`src/rtl/flopr_pipe.sv`:
```
// flopr_pipe: DEPTH-stage data pipeline with per-stage valid bits, stall,
// synchronous flush and a registered count of occupied stages.
// Stage 0 is the input stage; stage DEPTH-1 drives q/q_valid directly.
module flopr_pipe #(
    parameter int               WIDTH     = 64,
    parameter int               DEPTH     = 4,
    parameter logic [WIDTH-1:0] RESET_VAL = '0
) (
    input  logic                         clk,
    input  logic                         reset,
    input  logic                         en,
    input  logic                         flush,
    input  logic [WIDTH-1:0]             d,
    input  logic                         d_valid,
    output logic [WIDTH-1:0]             q,
    output logic                         q_valid,
    output logic [$clog2(DEPTH+1)-1:0]   count
);

    localparam int             CW      = $clog2(DEPTH + 1);
    localparam logic [CW-1:0]  CNT_ONE = CW'(1);

    logic [WIDTH-1:0] data_q [DEPTH];
    logic [WIDTH-1:0] data_d [DEPTH];
    logic [DEPTH-1:0] valid_q;
    logic [DEPTH-1:0] valid_d;
    logic [CW-1:0]    count_q;
    logic [CW-1:0]    count_d;

    // Next-state: flush beats enable; stalled edges hold everything.
    always_comb begin
        for (int i = 0; i < DEPTH; i++) begin
            data_d[i] = data_q[i];
        end
        valid_d = valid_q;
        count_d = count_q;

        if (flush) begin
            for (int i = 0; i < DEPTH; i++) begin
                data_d[i] = RESET_VAL;
            end
            valid_d = '0;
            count_d = '0;
        end else if (en) begin
            data_d[0]  = d;
            valid_d[0] = d_valid;
            for (int i = 1; i < DEPTH; i++) begin
                data_d[i]  = data_q[i-1];
                valid_d[i] = valid_q[i-1];
            end
            // A valid entry entering while a valid one leaves keeps the count
            // constant, which also covers the full-pipe drop case.
            if (d_valid && !valid_q[DEPTH-1]) begin
                count_d = count_q + CNT_ONE;
            end else if (!d_valid && valid_q[DEPTH-1]) begin
                count_d = count_q - CNT_ONE;
            end
        end
    end

    // Stage registers and occupancy counter, cleared asynchronously.
    always_ff @(posedge clk or negedge reset) begin
        if (!reset) begin
            for (int i = 0; i < DEPTH; i++) begin
                data_q[i] <= RESET_VAL;
            end
            valid_q <= '0;
            count_q <= '0;
        end else begin
            for (int i = 0; i < DEPTH; i++) begin
                data_q[i] <= data_d[i];
            end
            valid_q <= valid_d;
            count_q <= count_d;
        end
    end

    assign q       = data_q[DEPTH-1];
    assign q_valid = valid_q[DEPTH-1];
    assign count   = count_q;

endmodule

```
`config.mk`:
```
export PLATFORM = sky130hd
export DESIGN_NAME = flopr_pipe
export DESIGN_NICKNAME = d
export VERILOG_FILES = /design/src/rtl/flopr_pipe.sv
export SDC_FILE = /design/constraint.sdc
export NUM_CORES = 1
export LEC_CHECK = 0
export BUFFER_PORTS_ARGS = -buffer_cell sky130_fd_sc_hd__buf_2
export CORE_MARGIN = 1
export CORE_UTILIZATION = 50
export CTS_BUF_LIST = sky130_fd_sc_hd__clkbuf_4
export DETAILED_ROUTE_END_ITERATION = 10
export GPL_ROUTABILITY_DRIVEN = 0
export GPL_TIMING_DRIVEN = 0
export PLACE_DENSITY = 0.8
export SLEW_MARGIN = 20
export SYNTH_ARGS = -nofsm -noshare
export SYNTH_HDL_FRONTEND = slang
export SYNTH_SLANG_ARGS = --single-unit
```
`constraint.sdc`:
```
create_clock -name clk -period 3 [get_ports clk]
set_input_delay 0.6 -clock clk [delete_from_list [all_inputs] [get_ports clk]]
set_output_delay 0.6 -clock clk [all_outputs]
set_load 0.03 [all_outputs]
```
## Yosys cells after proc, flatten, opt, wreduce, memory -nomap -nowiden

Cells that the tools add are included.
W data, S select, Z words.

- Reductions and logical operators: 7
- Multiplexer cells: 8
- $add $sub $neg: 2

Operators with widths:

| operator | number |
|---|---|
| $mux W256 | 2 |
| $mux W3 | 4 |
| $mux W4 | 2 |
| $add A3 B1 Y3 const B | 1 |
| $reduce_bool A3 Y1 | 1 |
| $sub A3 B1 Y3 const B | 1 |
| $logic_and A1 B1 Y1 | 2 |
| $logic_not A1 Y1 | 2 |
| $reduce_and A2 Y1 | 1 |
| $reduce_bool A2 Y1 | 1 |

- Output and inout bits: 68
- Input bits: 69
- Register bits: 263
- Logic and storage cells: 23

## Longest topological paths before layout

Gate-level depths: netlist (run 1).

- Depth in word-level cells: 6
- Depth in mapped cells: 5
- Depth with buffers taken out: 5

## Worst setup path after synthesis (run 1)

OpenSTA, ideal clock, no wires.

- Path kind: input to register
- From: input port d_valid
- To: register count_q[2] (netlist: count[2])
- Stages on the path: 5
- Setup slack: 1.253 ns
- Required time: 2.927 ns
- Arrival time: 1.674 ns
- Path buffers: 0
- Library setup time: 0.073 ns
- Cell sequence: nor2b_1 > fa_1 > nand4bb_1 > a21o_1 > a21oi_2

- Longest elaborated chain between the ends: 4
- Elaborated cells between the ends (all ways): 8
- Those cells by class: 3 x mux; 5 x reduce/logical

Ends and longest elaborated chain:

| element | line | text |
|---|---|---|
| start, declared | 14 | `input logic d_valid,` |
| $logic_and A1 B1 Y1 or $logic_not A1 Y1 (tied branches) | 53, 55 |  |
| $mux W3 or $logic_and A1 B1 Y1 (tied branches) | 53, 55 |  |
| $mux W3 or $reduce_bool A3 Y1 (tied branches) | - |  |
| $mux W3 or $reduce_and A2 Y1 (tied branches) | - |  |
| end signal, assigned | 74 | `count_q <= count_d;` |
| end, declared | 27 | `logic [CW-1:0] count_q;` |

Several ways; a longest one is shown, not always the timed one. The select of a mux whose other input is x is not followed.
A chain may end at the register's enable or synchronous reset.

## Worst setup path after layout (run 1)

- From: register valid_q[3]
- To: output port q_valid

RTL lines:

| element | line | text |
|---|---|---|
| start, declared | 25 | `logic [DEPTH-1:0] valid_q;` |
| start signal, assigned | 73 | `valid_q <= valid_d;` |
| end, declared | 16 | `output logic q_valid,` |

No word-level cell between the ends.

==> flow_metrics.py, run 1 <==
metrics = {
    "cells_and_area": {
        "multiInputGateArea_um2": 3710,
        "area_delta_synth_final_pct": 17.2,
        "nets": 1204,
        "fillers": 1782,
        "drive_above_1_share_pct": 29.8,
        "ff_latch_area_um2": 6580,
        "final_cell_area_um2": 13300,
    },
    "clock_network": {
        "clk_latency_ps": 640,
        "clk_pin_slew_ps": 70,
        "numCtsBuffers": 69,
        "clock_sinks": 263,
        "cts.htree.levels": 3,
        "root_buffer": "clkbuf_4",
        "postCtsSetupBuffers": 0,
        "cts_tree": "yes",
        "clockBufferDepth": 3,
    },
    "routing": {
        "drc": 3,
        "wire_per_inst_um": 15.8,
        "drtPass1Iterations": 9,
        "drt_iter0_markers": 271,
        "routed_via_density": 4.96,
        "wl_mm": 22.9,
        "antenna_left": 0,
        "via_count": 7207,
    },
    "worst_setup_path": {
        "endpoint_kind": "output pin",
        "cp-start-kind": "flop",
        "cpMaxStageDelayCell": "dfrtp_1",
        "reg2reg_from": "valid_q[3]",
        "cp_top_family": "flip-flops",
        "cp.arrival_ps": 1430,
        "rrSetupSlack_ps": 1320,
        "cp_slowest_stage_delay_ps": 500,
        "worstSetupPathType": "reg -> out",
        "crit_start": "valid_q[3]",
        "reg2reg_depth": 5,
        "path_buf_inv": 1,
        "cp_max_fo": 6,
        "r2r-end": "count[2]",
        "crit_chain": "buf_2",
        "cp.required_ps": 2400,
    },
    "floorplanning": {
        "die_h_um": 153,
        "start_util_pct": 51.5,
        "pin_count": 137,
        "die_width_um": 153,
        "die_area_um2": 23400,
        "coreArea_um2": 22100,
        "rows": 54,
    },
    "timing": {
        "finClkSkew_ps": 34.8,
        "finalSetupViolCount": 0,
        "slew_violations": 0,
        "hold_viol_final": 0,
        "fmax_mhz": 492,
        "worst_pin_slew_ps": 609,
        "rsz0062_at_grt": "no",
        "finalCriticalPeriod_ps": 2030,
        "slew_headroom_pct": 59.4,
        "period_share_pct": 67.8,
    },
    "synth": {
        "synth-main-ff-cell": "dfrtp_1",
        "synth_top_cell_by_area": "dfrtp_1",
        "yosysWarnings": 0,
        "synth_cells": 924,
        "seq_area_frac_synth_pct": 57.9,
        "synth_enable_flop_cells": 0,
        "syn-num-nets": 994,
        "synth.most_common_cell": "dfrtp_1",
        "synth_area_leaders": "dfrtp_1 58%, mux2i_1 23%, nor2_1 8.6%",
        "synth.avg_cell_area_um2": 12.3,
        "synthesis.area_um2": 11400,
        "ys_seq_elements": 263,
        "synth_cell_types": 23,
        "yosys.area.top_type_share_pct": 57.9,
        "async_flop_share_pct": 100,
        "yosys-top-cells-count": "263 x dfrtp_1, 262 x nor2_1, 260 x mux2i_1, 64 x buf_4, 27 x buf_8",
    },
    "hold_path": {
        "hp-class": "in -> reg",
        "hold_end": "data_q[242]",
        "hold_start": "d[50]",
        "hold_depth": 3,
    },
    "grt": {
        "grt_max_degree": 101,
        "grt_pass1_vias": 7621,
        "grt_pass1_wl_mm": 38.6,
        "grt_usage_pct": 20.9,
        "antenna_found_initial": 1,
        "grt-ovfl-total": 0,
    },
    "power": {
        "powerDensity_nw_per_um2": 550,
        "ir_worst_vdd_uv": 301,
        "p_leak_nw": 7.42,
        "p_total_mw": 7.34,
    },
    "place": {
        "port_buffers": 135,
        "dp_hpwl_mm": 15.4,
        "placed_cell_area_um2": 12500,
    },
    "job": {
        "drv_cap": 0,
    },
    "outcome": {
        "violations": "design-rule violations",
        "outcome": "finished with violations",
    },
}
==> layout by cell type (no fill, tap or decap), types with 2 or more instances in the layout <==
cell         n
bufinv_16    2
buf_16       3
inv_2        2
buf_2      146
clkbuf_4    97
buf_12       2
clkinv_1     7
buf_8       28
nand3_1      3
clkbuf_1    16
dfrtp_1    263
mux2i_1    260
nor2_1     262
buf_4       64
inv_1        2
==> final cells by class <==
class	count	share of cell area [%]
inverters	2	0.0563
clock buffers	97	5.46
well taps	280	2.63
multi-input cells	536	27.8
diodes	1	0.0188
flip-flops and latches	263	49.4
repair buffers	139	5.84
plain buffers	123	8.03
clock inverters	12	0.742
==> layer usage <==
| layer | GRT usage, % | vias up | routed length, µm |
|---|---|---|---|
| li1 | - | 3440 | - |
| met1 | 27.4 | 3566 | 10300 |
| met2 | 34.4 | 159 | 11200 |
| met3 | 4.56 | 42 | 850 |
| met4 | 7.70 | 0 | 499 |
| met5 | 0 | - | 0 |
==> what timing repair did <==
item                      4_1_cts  5_1_grt
resized for setup               0        0
hold endpoints to repair       91        0
hold buffers                    1        0
==> through the flow <==
stage                     worst slack [ps]  TNS, ps  hold slack [ps]  cells  utilization, %
after global placement               -3330  -868940              495   1339            56.1
after floorplan                       1250        0              304    924               -
after CTS                              918        0              152   1452            60.3
final                                  967        0              205   1453            60.3
after global routing                   876        0              162   1453            60.3
after detailed placement              1030        0              506   1342            56.5
==> logic make-up (layout without fill, tap and decap cells) <==
family,after synthesis,after routing,synth area share (%)
AOI/OAI and AO/OA,4,4,0.253
DFF,263,263,57.9
xor gates and xnor gates,1,1,0.0770
and+or+nand+nor,270,270,9.25
adders and majority gates,1,1,0.176
buffers and inverters,125,373,9.48
other,0,1,0
muxes,260,260,22.9
==> sequential cells by signal (all words and copies together) (netlist names) <==
name / cells
q: 64
data_q: 192
valid_q: 4
count: 3
==> how the worst max path moves through the flow <==
stage	end	depth (start not counted)	slack [ps]
2_1_floorplan	count[2]	5	1250
3_3_place_gp	q[20]	1	-3330
3_5_place_dp	count[2]	6	1030
4_1_cts	q_valid	1	920
5_1_grt	q_valid	1	880
6_report	q_valid	1	970
==> power by group <==
group	leakage, nW	switching [mW]	internal [mW]
combinational	3.31	0.359	0.266
sequential	3.61	0.0609	3.65
clock	0.498	1.36	1.64
Power figures use the tool's default switching activity.
==> inputs of run 2 (changes only) <==
--- a/config.mk
+++ b/config.mk
@@ -12,7 +12,7 @@
 export DETAILED_ROUTE_END_ITERATION = 10
 export GPL_ROUTABILITY_DRIVEN = 0
 export GPL_TIMING_DRIVEN = 0
-export PLACE_DENSITY = 0.8
+export PLACE_DENSITY = 0.83
 export SLEW_MARGIN = 20
 export SYNTH_ARGS = -nofsm -noshare
 export SYNTH_HDL_FRONTEND = slang
==> constraint.sdc (replaced) <==
create_clock -name clk -period 1.8 [get_ports clk]
set_input_delay 0.36 -clock clk [delete_from_list [all_inputs] [get_ports clk]]
set_output_delay 0.36 -clock clk [all_outputs]
set_load 0.03 [all_outputs]
==> run 2 against run 1 <==
First-iteration DRC count is 28% higher; power up 68%; final cell count increased by 4.7%; global-route usage up 1.0 points; the flow still finishes with violations (design-rule violations); largest cell class unchanged; clock power is 66% higher; die area unchanged; register-to-register slack lost 1100 ps.
==> flow_metrics.py, run 2 (synthesis gave the netlist of run 1 again) <==
metrics = {
    "clock_network": {
        "cts.htree.levels": 3,
        "clk_latency_ps": 660,
        "clock_sinks": 263,
        "postCtsSetupBuffers": 0,
        "clockBufferDepth": 3,
        "cts_tree": "yes",
        "root_buffer": "clkbuf_4",
        "clk_pin_slew_ps": 60,
        "numCtsBuffers": 70,
    },
    "grt": {
        "antenna_found_initial": 2,
        "grt-ovfl-total": 0,
        "grt_max_degree": 104,
        "grt_pass1_wl_mm": 40.4,
        "grt_pass1_vias": 7982,
        "grt_usage_pct": 21.9,
    },
    "cells_and_area": {
        "nets": 1267,
        "regMostFlops": "data_q",
        "drive_above_1_share_pct": 27.7,
        "stdcell_count": 1522,
        "final_util_pct": 63.1,
        "final_cell_mix": "262 x nor2_1, 262 x dfrtp_1, 260 x mux2i_1",
        "largest_reg_flops": 192,
        "final_cell_area_um2": 13900,
        "area_delta_synth_final_pct": 22.6,
        "fillers": 1668,
    },
    "routing": {
        "routed_via_density": 4.99,
        "drt_iter0_markers": 347,
        "drc": 3,
        "drtPass1Iterations": 7,
        "wire_per_inst_um": 15.9,
        "via_count": 7593,
        "antenna_left": 0,
        "wl_mm": 24.2,
    },
    "power": {
        "powerDensity_nw_per_um2": 884,
        "p_leak_nw": 7.66,
        "ir_worst_vdd_uv": 557,
        "p_total_mw": 12.3,
    },
    "floorplanning": {
        "pin_count": 137,
        "die_area_um2": 23400,
        "die_width_um": 153,
        "die_h_um": 153,
        "coreArea_um2": 22100,
        "rows": 54,
        "start_util_pct": 51.5,
    },
    "worst_setup_path": {
        "cp.required_ps": 1440,
        "reg2reg_depth": 5,
        "r2r-end": "count[2]",
        "reg2reg_from": "valid_q[3]",
        "cp.arrival_ps": 1380,
        "rrSetupSlack_ps": 190,
        "endpoint_kind": "output pin",
        "cp-start-kind": "flop",
        "cp_max_fo": 2,
        "worstSetupPathType": "reg -> out",
    },
    "place": {
        "placedCellCount": 1341,
        "dp_hpwl_mm": 15.3,
        "placed_cell_area_um2": 12500,
        "port_buffers": 135,
    },
    "hold_path": {
        "hold_end": "data_q[244]",
        "hold_depth": 3,
        "hp-class": "in -> reg",
        "hold_start": "d[52]",
    },
    "timing": {
        "rsz0062_at_grt": "no",
        "holdWs_ps": 53.3,
        "finalCriticalPeriod_ps": 1740,
        "worst_pin_slew_ps": 728,
        "slew_violations": 0,
        "fmax_mhz": 576,
        "finalSetupViolCount": 0,
        "slew_headroom_pct": 51.5,
        "hold_viol_final": 0,
        "finClkSkew_ps": 39.1,
        "period_share_pct": 96.5,
    },
    "job": {
        "drv_cap": 0,
    },
    "outcome": {
        "outcome": "finished with violations",
        "violations": "design-rule violations",
    },
}
-- run 2: final cells by class --
class	instances	area, µm²	share of cell area [%]
diodes	2	5.00	0.0359
plain buffers	123	1070	7.68
repair buffers	201	1380	9.93
clock inverters	25	149	1.07
multi-input cells	536	3710	26.6
flip-flops and latches	263	6580	47.2
clock buffers	90	676	4.85
inverters	2	7.51	0.0539
well taps	280	350	2.51
-- run 2: report_power, final --
part           internal, mW  total [mW]  switching (mW)
Clock                  2.62        4.99            2.37
Sequential             6.08        6.18           0.102
Combinational         0.527        1.15           0.623
-- run 2: per-stage QoR --
stage / setup TNS (ps) / setup slack [ps]
finish: 0 / 62.9
global route: 0 / 1.50
CTS: 0 / 10.8
detailed placement: 0 / 72.6
global placement: -1102980 / -4220
floorplan: 0 / 76.4
-- run 2: worst max path at each step --
stage,startpoint,end
after floorplan,valid_q[3],count[2]
after CTS,q[59],q[59]
final,q[60],q[60]
after detailed placement,d_valid,count[2]
after global placement,reset,q[21]
after global routing,q[60],q[60]
-- run 2: timing repair --
item,CTS,global route
endpoints found under the setup margin,1,1
hold buffers,64,0
resized for setup,1,2
hold endpoints to repair,157,0
-- run 2: critical path, cell delays in order (launching register included) --
cell and delay [ps]:
dfrtp_1 410, buf_4 150, buf_4 160
-- run 2: per-layer routing --
metal	vias up	wire length (µm)	track usage, %	share of wire, %
li1	3583	-	-	-
met4	0	807	10.9	3.3
met1	3735	10700	28.0	44
met2	206	11700	35.9	48
met3	69	951	4.28	3.9
met5	-	0	0	0
==> inputs of run 3 (changes only) <==
--- a/config.mk
+++ b/config.mk
@@ -8,7 +8,6 @@
 export BUFFER_PORTS_ARGS = -buffer_cell sky130_fd_sc_hd__buf_2
 export CORE_MARGIN = 1
 export CORE_UTILIZATION = 50
-export CTS_BUF_LIST = sky130_fd_sc_hd__clkbuf_4
 export DETAILED_ROUTE_END_ITERATION = 10
 export GPL_ROUTABILITY_DRIVEN = 0
 export GPL_TIMING_DRIVEN = 0
==> constraint.sdc (replaced) <==
create_clock -name clk -period 1.8 [get_ports clk]
set_input_delay 0.09 -clock clk [delete_from_list [all_inputs] [get_ports clk]]
set_output_delay 0.09 -clock clk [all_outputs]
set_load 0.03 [all_outputs]
==> run 3 against run 2 <==
The run still ends with design-rule violations left; global-route usage down 0.21 points; critical path depth increased by 3; fmax increased by 5.1%; clock skew shrank 28 ps; critical endpoint is now count[2]; largest power group unchanged.
==> flow_metrics.py, run 3 (synthesis gave the netlist of run 1 again) <==
metrics = {
    "outcome": {
        "outcome": "finished with violations",
        "violations": "design-rule violations",
    },
    "place": {
        "placed_cell_area_um2": 12500,
        "port_buffers": 135,
        "dp_hpwl_mm": 15.3,
        "placedCellCount": 1341,
    },
    "floorplanning": {
        "die_area_um2": 23400,
        "die_h_um": 153,
        "coreArea_um2": 22100,
        "pin_count": 137,
        "rows": 54,
        "start_util_pct": 51.5,
        "die_width_um": 153,
    },
    "clock_network": {
        "cts_tree": "yes",
        "postCtsSetupBuffers": 0,
        "numCtsBuffers": 27,
        "clock_sinks": 263,
        "cts.htree.levels": 1,
        "clockBufferDepth": 3,
        "clk_pin_slew_ps": 60,
        "cts_resized": 0,
        "root_buffer": "clkbuf_16",
        "clk_latency_ps": 520,
    },
    "timing": {
        "finalSetupViolCount": 0,
        "finalCriticalPeriod_ps": 1650,
        "slew_headroom_pct": 50.5,
        "fmax_mhz": 605,
        "rsz0062_at_grt": "no",
        "period_share_pct": 91.8,
        "slew_violations": 0,
        "worst_pin_slew_ps": 742,
        "finClkSkew_ps": 11.1,
        "hold_viol_final": 0,
    },
    "cells_and_area": {
        "fillers": 1632,
        "largest_reg_flops": 192,
        "stdcell_count": 1456,
        "drive_above_1_share_pct": 24.5,
        "multiInputGateArea_um2": 3710,
        "final_common_cell": "dfrtp_1",
        "regMostFlops": "data_q",
        "nets": 1228,
        "final_cell_mix": "263 x dfrtp_1, 262 x nor2_1, 260 x mux2i_1",
        "area_delta_synth_final_pct": 23.8,
        "diodes": 0,
        "final_cell_area_um2": 14100,
        "ff_latch_area_um2": 6580,
    },
    "worst_setup_path": {
        "cp-start-kind": "flop",
        "worstSetupPathType": "reg -> reg",
        "endpoint_kind": "flop",
        "cp_slowest_stage_delay_ps": 500,
        "cp.required_ps": 2260,
        "cp_max_fo": 6,
        "path_buf_inv": 0,
        "cp.arrival_ps": 2110,
        "crit_chain": "nor2b_1 -> fa_1 -> nand4bb_1 -> a21o_1 -> a21oi_2",
        "cpMaxStageDelayCell": "dfrtp_1",
        "rrSetupSlack_ps": 150,
        "cp_top_family": "flip-flops",
    },
    "routing": {
        "via_count": 7346,
        "wl_met1_mm": 10.8,
        "routed.top_layer": "met4",
        "wl_mm": 24.3,
        "wl_met3_um": 818,
        "drc": 3,
        "wire_per_inst_um": 16.7,
        "routed-wl-met2_mm": 12.1,
        "drtPass1Iterations": 8,
        "drt_iter0_markers": 371,
        "routed_via_density": 5.05,
        "antenna_left": 0,
    },
    "grt": {
        "grt-ovfl-total": 0,
        "grt_pass1_wl_mm": 40.5,
        "grt_max_degree": 104,
        "grt_pass1_vias": 7730,
        "antenna_found_initial": 0,
        "grt_usage_pct": 21.7,
    },
    "job": {
        "drv_cap": 0,
    },
    "power": {
        "p_leak_nw": 7.64,
        "ir_worst_vdd_uv": 634,
        "powerDensity_nw_per_um2": 936,
    },
    "hold_path": {
        "hp-class": "in -> async",
    },
}
[run 3: cell types whose count changed in the layout (fill, tap and decap cells not counted), moves of 4 or more]
| cell | change |
|---|---|
| clkinv_1 | -19 |
| clkbuf_16 | +27 |
| dlygate4sd3_1 | +4 |
| clkbuf_1 | +5 |
| clkbuf_8 | +7 |
| clkbuf_4 | -90 |
[run 3: metal layers]
layer / GRT usage [%] / up-vias
met5: 0 / -
met4: 6.88 / 0
met3: 2.81 / 51
met2: 37.2 / 163
met1: 28.8 / 3674
li1: - / 3458
[run 3: path summary, 6_finish.rpt]
kind | from | end | cells after the start
max in group asynchronous | reset | data_q[220] | 3
max | valid_q[3] | count[2] | 5
min in group clk | d[60] | data_q[252] | 4
min | reset | q[56] | 2
min reg2reg | data_q[198] | data_q[198] | 2
max reg2reg | valid_q[3] | count[2] | 5
[run 3: cell type report]
cell class	instances	area share, %
sequential	263	46.8
multi-input combinational	536	26.4
timing repair buffer	205	10.1
buffer	123	7.61
clock buffer	39	5.62
tap	280	2.49
clock inverter	8	1.01
inverter	2	0.0533
[run 3: through the flow]
| stage | worst slack [ps] | TNS (ps) | hold slack [ps] | util (%) | power [mW] |
|---|---|---|---|---|---|
| after global routing | 53.0 | 0 | 243 | 63.7 | 13.6 |
| after floorplan | 76.4 | 0 | -206 | - | 6.93 |
| final | 147 | 0 | 177 | 63.7 | 13.2 |
| after detailed placement | 149 | 0 | 171 | 56.4 | 7.34 |
| after global placement | -3950 | -1031970 | 330 | 56.1 | 7.29 |
| after CTS | 133 | 0 | 213 | 63.7 | 13.3 |
[run 3: timing repair]
action                     in CTS  in global routing
hold endpoints to repair      162                  0
hold buffers                   68                  0
setup endpoints to repair       0                  0
[run 3: power by group]
| group | switching, mW | total [mW] | internal [mW] |
|---|---|---|---|
| sequential | 0.105 | 6.19 | 6.08 |
| clock | 2.23 | 5.83 | 3.60 |
| combinational | 0.628 | 1.16 | 0.533 |
| total | 2.97 | 13.2 | 10.2 |
